`config.mk`:
```
export PLATFORM = sky130hd
export DESIGN_NAME = icache
export DESIGN_NICKNAME = d
export VERILOG_FILES = /design/src/rtl/icache.sv
export SDC_FILE = /design/constraint.sdc
export NUM_CORES = 1
export LEC_CHECK = 0
export BUFFER_PORTS_ARGS = -buffer_cell sky130_fd_sc_hd__buf_2
export CORE_ASPECT_RATIO = 1.5
export CORE_MARGIN = 2
export CORE_UTILIZATION = 65
export DETAILED_ROUTE_END_ITERATION = 10
export HOLD_SLACK_MARGIN = 0.06
export MAX_ROUTING_LAYER = met4
export PLACE_DENSITY = 0.83
export SLEW_MARGIN = 0
export SYNTH_ARGS = -nofsm -noshare
export SYNTH_HDL_FRONTEND = slang
export SYNTH_SLANG_ARGS = --single-unit
```
`constraint.sdc`:
```
create_clock -name CLK -period 11.5 [get_ports CLK]
set_input_delay 1.15 -clock CLK [delete_from_list [all_inputs] [get_ports CLK]]
set_output_delay 1.15 -clock CLK [all_outputs]
set_load 0.1 [all_outputs]
```
`src/rtl/icache.sv`:
```
// Direct-mapped, one-word-block, read-only instruction cache with a two-state
// refill FSM. Optional hit/miss counters are compiled in with ICACHE_STATS_EN.
module icache #(
  parameter int SETS   = 16,
  parameter int WORD_W = 32
) (
  input  logic              CLK,
  input  logic              nRST,
  input  logic              imemREN,
  input  logic [WORD_W-1:0] imemaddr,
  input  logic              flush,
  output logic              ihit,
  output logic [WORD_W-1:0] imemload,
  output logic              iREN,
  output logic [WORD_W-1:0] iaddr,
  input  logic              iwait,
  input  logic [WORD_W-1:0] iload
`ifdef ICACHE_STATS_EN
  ,
  output logic [31:0]       hit_count,
  output logic [31:0]       miss_count
`endif
);

  localparam int IDX_W  = $clog2(SETS);
  localparam int TAG_W  = WORD_W - IDX_W - 2;
  localparam int LINE_W = TAG_W + IDX_W;

  typedef enum logic {IDLE, FETCH} state_e;

  state_e              state_q, state_d;
  logic [LINE_W-1:0]   miss_addr_q, miss_addr_d;
  logic [SETS-1:0]     valid_q;
  logic [TAG_W-1:0]    tag_q  [SETS];
  logic [WORD_W-1:0]   data_q [SETS];

  logic [IDX_W-1:0]    req_idx;
  logic [TAG_W-1:0]    req_tag;
  logic [IDX_W-1:0]    fill_idx;
  logic [TAG_W-1:0]    fill_tag;
  logic                lookup_hit;
  logic                fill;
  logic                miss_start;

  assign req_idx    = imemaddr[IDX_W+1:2];
  assign req_tag    = imemaddr[WORD_W-1:IDX_W+2];
  assign fill_idx   = miss_addr_q[IDX_W-1:0];
  assign fill_tag   = miss_addr_q[LINE_W-1:IDX_W];
  assign lookup_hit = valid_q[req_idx] && (tag_q[req_idx] == req_tag);
  assign fill       = (state_q == FETCH) && !iwait;
  assign miss_start = nRST && (state_q == IDLE) && imemREN && !lookup_hit;

  // Byte offset within the word plays no part in the lookup.
  logic unused_addr_bits;
  assign unused_addr_bits = ^imemaddr[1:0];

  always_ff @(posedge CLK) begin
    if (!nRST) begin
      state_q     <= IDLE;
      miss_addr_q <= '0;
    end else begin
      state_q     <= state_d;
      miss_addr_q <= miss_addr_d;
    end
  end

  // NOTE: every signal assigned in always_comb gets a default first so no latch is inferred.
  always_comb begin
    state_d     = state_q;
    miss_addr_d = miss_addr_q;
    case (state_q)
      IDLE: begin
        if (imemREN && !lookup_hit) begin
          state_d     = FETCH;
          miss_addr_d = {req_tag, req_idx};
        end
      end
      FETCH: begin
        if (!iwait) state_d = IDLE;
      end
      default: state_d = IDLE;
    endcase
  end

  // Outputs are forced quiet while reset is held, even before the first edge.
  always_comb begin
    ihit     = 1'b0;
    imemload = '0;
    iREN     = 1'b0;
    iaddr    = '0;
    if (nRST) begin
      case (state_q)
        IDLE: begin
          if (imemREN && lookup_hit) begin
            ihit     = 1'b1;
            imemload = data_q[req_idx];
          end
        end
        FETCH: begin
          iREN  = 1'b1;
          iaddr = {miss_addr_q, 2'b00};
        end
        default: ;
      endcase
    end
  end

  // Flush wins over a coinciding fill, so that fill leaves the line invalid.
  always_ff @(posedge CLK) begin
    if (!nRST || flush) begin
      valid_q <= '0;
    end else if (fill) begin
      valid_q[fill_idx] <= 1'b1;
    end
  end

  // NOTE: tag/data arrays are not reset; a line is only ever read when its valid bit is set.
  always_ff @(posedge CLK) begin
    if (fill) begin
      tag_q[fill_idx]  <= fill_tag;
      data_q[fill_idx] <= iload;
    end
  end

`ifdef ICACHE_STATS_EN
  logic [31:0] hit_count_q, miss_count_q;

  always_ff @(posedge CLK) begin
    if (!nRST) begin
      hit_count_q  <= '0;
      miss_count_q <= '0;
    end else begin
      if (ihit && (hit_count_q != 32'hFFFF_FFFF))
        hit_count_q <= hit_count_q + 32'd1;
      if (miss_start && (miss_count_q != 32'hFFFF_FFFF))
        miss_count_q <= miss_count_q + 32'd1;
    end
  end

  assign hit_count  = hit_count_q;
  assign miss_count = miss_count_q;
`endif

endmodule
```
==> results.json <==
{
  "status": "finished clean",
  "grt_pass1_vias": 20193,
  "first_iter_violations": 2463,
  "critPathArrivalTime_ns": 5.97,
  "drv_cap": 0,
  "place_congestion": 0.808,
  "vdd_drop_max_mv": 0.131,
  "synth_compound_area_share_pct": 2.30,
  "placed_cell_area_sq_um": 40000,
  "fp.dieArea_sq_um": 61200,
  "port_buffers": 130,
  "yosysUniqueCellTypes": 54,
  "post-route-period-util_pct": 61.9,
  "firstDrtPassIters": 6,
  "pwr_density_cell_nw_per_um2": 171,
  "setup_violations": 0,
  "routed_wl_mm": 91.6,
  "io_pins": 135,
  "chipWidth_microns": 203,
  "worstSetupEndpointType": "output pin",
  "grt_pass1_wl_mm": 134,
  "synthXorXnorAreaFrac_pct": 0.614,
  "synthSimpleGateAreaFrac_pct": 3.66,
  "numClockSinks": 975,
  "mostFrequentLayoutCells": "edfxtp_1 (928), mux4_2 (267), buf_2 (127)",
  "slew_headroom_pct": 26.8,
  "clk_path_buf_depth": 3,
  "clkLatencyLatePin_ns": 0.64,
  "root_buffer": "clkbuf_16",
  "leakage_nw": 14.1,
  "dp_hpwl_mm": 44.7,
  "synthToLayoutAreaGrowth_pct": 11.2,
  "fill_cells": 3132,
  "cts_max_level": 3,
  "cts_hold_buffers": 0,
  "final_layout_size_suffix_gt1_share_pct": 28.7,
  "synth_cells": 1816,
  "hold_viol_final": 0,
  "rsz0062_at_grt": "no",
  "vias_per_cell": 6.95,
  "yosys_warnings": 0,
  "synthesis.area_sq_um": 38500,
  "worst_pin_slew_ns": 1.10,
  "crit_path_start_kind": "input port",
  "grt_max_degree": 116,
  "antenna_found_initial": 6,
  "cp_max_fo": 48,
  "design_area_sq_um": 42800,
  "drc_errors": 0,
  "post_cts_resized": 0,
  "die_h_microns": 302,
  "fmax_mhz": 140,
  "antenna_left": 0,
  "via_count": 19538,
  "wl_per_cell_microns": 32.6,
  "cts_tree": "built",
  "synth_top_family_by_area": "multiplexers",
  "p_total_mw": 7.31,
  "synthMuxAreaShare_pct": 17.0,
  "core_area_sq_um": 58800,
  "skew_ns": 0.0261,
  "synth.avg_cell_area_sq_um": 21.2,
  "period_minus_slack_ns": 7.12,
  "required_ns": 10.35,
  "core.rowCount": 109,
  "grt_usage_pct": 31.9,
  "synth_enable_flop_cells": 928,
  "cts.clk_slew.worst_paths_ns": 0.06,
  "overflow": 0,
  "synth_flop_cell": "edfxtp_1",
  "finalNetCount": 2031,
  "setup-tns-final_ns": 0,
  "maxSlewViolCount": 0,
  "cts_buffers": 83,
  "synth-async-reset-ratio_pct": 0,
  "ys_seq_elements": 975,
  "holdCritPathClass": "register to register",
  "start_util_pct": 65.5,
  "crit_type": "input port to output pin",
  "layout_commonest_cell": "edfxtp_1",
  "post_cts_buffers": 0,
  "synth_seq_area_share_pct": 74.8,
  "synth_fa_ha_area_share_pct": 0
}
==> flip-flops by register name, summed over array words and instances, names as in the netlist <==
register,cells
data_q,512
miss_addr_q,30
state_q,1
tag_q,416
valid_q,16
==> critical path: stages <==
cell and delay (ns):
buf_4 0.49, buf_4 0.81, mux4_2 0.64, mux4_2 0.50
xor2_1 0.17, a211oi_1 0.51, nand3_1 0.16, nor3b_1 0.30
nand4_1 0.13, buf_4 0.30, nor2b_1 0.20, buf_2 0.45
==> cell families (layout without fill, tap and decap cells) <==
| family | count (synthesis) | after routing |
|---|---|---|
| compound gates | 111 | 111 |
| buf+inv | 116 | 325 |
| simple gates | 267 | 267 |
| xor+xnor | 27 | 27 |
| other cells | 1 | 9 |
| mux | 319 | 319 |
| flops | 975 | 975 |
==> path summary, 6_finish.rpt <==
check / from / end / slack, ns / cells past startpoint
setup / recovery: imemaddr[3] / imemload[3] / 4.38 / 12
hold / removal: valid_q[4] / valid_q[4] / 0.47 / 1
setup reg to reg: state_q / tag_q[15][23] / 7.58 / 3
hold reg to reg: valid_q[4] / valid_q[4] / 0.47 / 1
==> power breakdown <==
group	internal [mW]	switching, mW
Sequential	3.94	0.0575
Clock	1.70	1.23
Combinational	0.156	0.222
==> synth_stat cells, types with 2 or more instances <==
cell	count	share of area [%]
nand2b_1	8	0.13
buf_6	16	0.47
nor3b_1	2	0.039
xor2_1	3	0.068
and3_1	35	0.57
and2_1	34	0.55
nor2_1	50	0.49
edfxtp_1	928	72
nand3_1	38	0.49
a311o_1	30	0.78
mux4_2	267	16
o211ai_1	3	0.058
nor3_1	8	0.10
nand4_1	4	0.065
o221ai_1	2	0.045
clkbuf_1	55	0.54
o21ai_0	30	0.39
xnor2_1	24	0.55
a211oi_1	3	0.058
buf_1	3	0.029
inv_1	3	0.029
buf_2	27	0.35
mux2i_1	51	1.3
dfxtp_1	47	2.4
buf_4	8	0.16
nor2b_1	37	0.60
inv_2	2	0.020
a211o_1	2	0.045
o21a_1	18	0.35
a221oi_1	2	0.045
a221oi_2	4	0.16
nand2_1	42	0.41
a22o_1	3	0.068
nor4_1	2	0.032
or3_1	2	0.032
o2111ai_1	4	0.091
a21oi_1	2	0.026
==> final cells by class <==
type | count | area [sq um] | area share (%)
Inverter | 6 | 25.0 | 0.0585
Clock inverter | 43 | 561 | 1.31
Tap cell | 777 | 972 | 2.27
Clock buffer | 106 | 2250 | 5.25
Antenna cell | 7 | 17.5 | 0.0409
Timing Repair Buffer | 170 | 986 | 2.30
Multi-Input combinational cell | 726 | 9190 | 21.5
Sequential cell | 975 | 28800 | 67.3
==> routing by layer <==
metal,vias to the layer above,track usage (%),part of all wire (%)
li1,7851,-,-
met1,10195,40.7,35
met2,1280,52.8,52
met3,212,5.09,9.5
met4,0,11.7,3.2
met5,-,-,0
==> through the flow <==
step                setup WS [ns]  cells  hold WS, ns  util [%]
CTS                          4.36   2803        0.471      72.8
detailed placement           4.44   2654        0.453      68.0
global route                 4.27   2809        0.493      72.8
global placement             4.51   2654        0.441      68.0
floorplan                    5.28   1817        0.435         -
finish                       4.38   2810        0.471      72.8
Note: power is estimated with default switching activity, not from simulation.
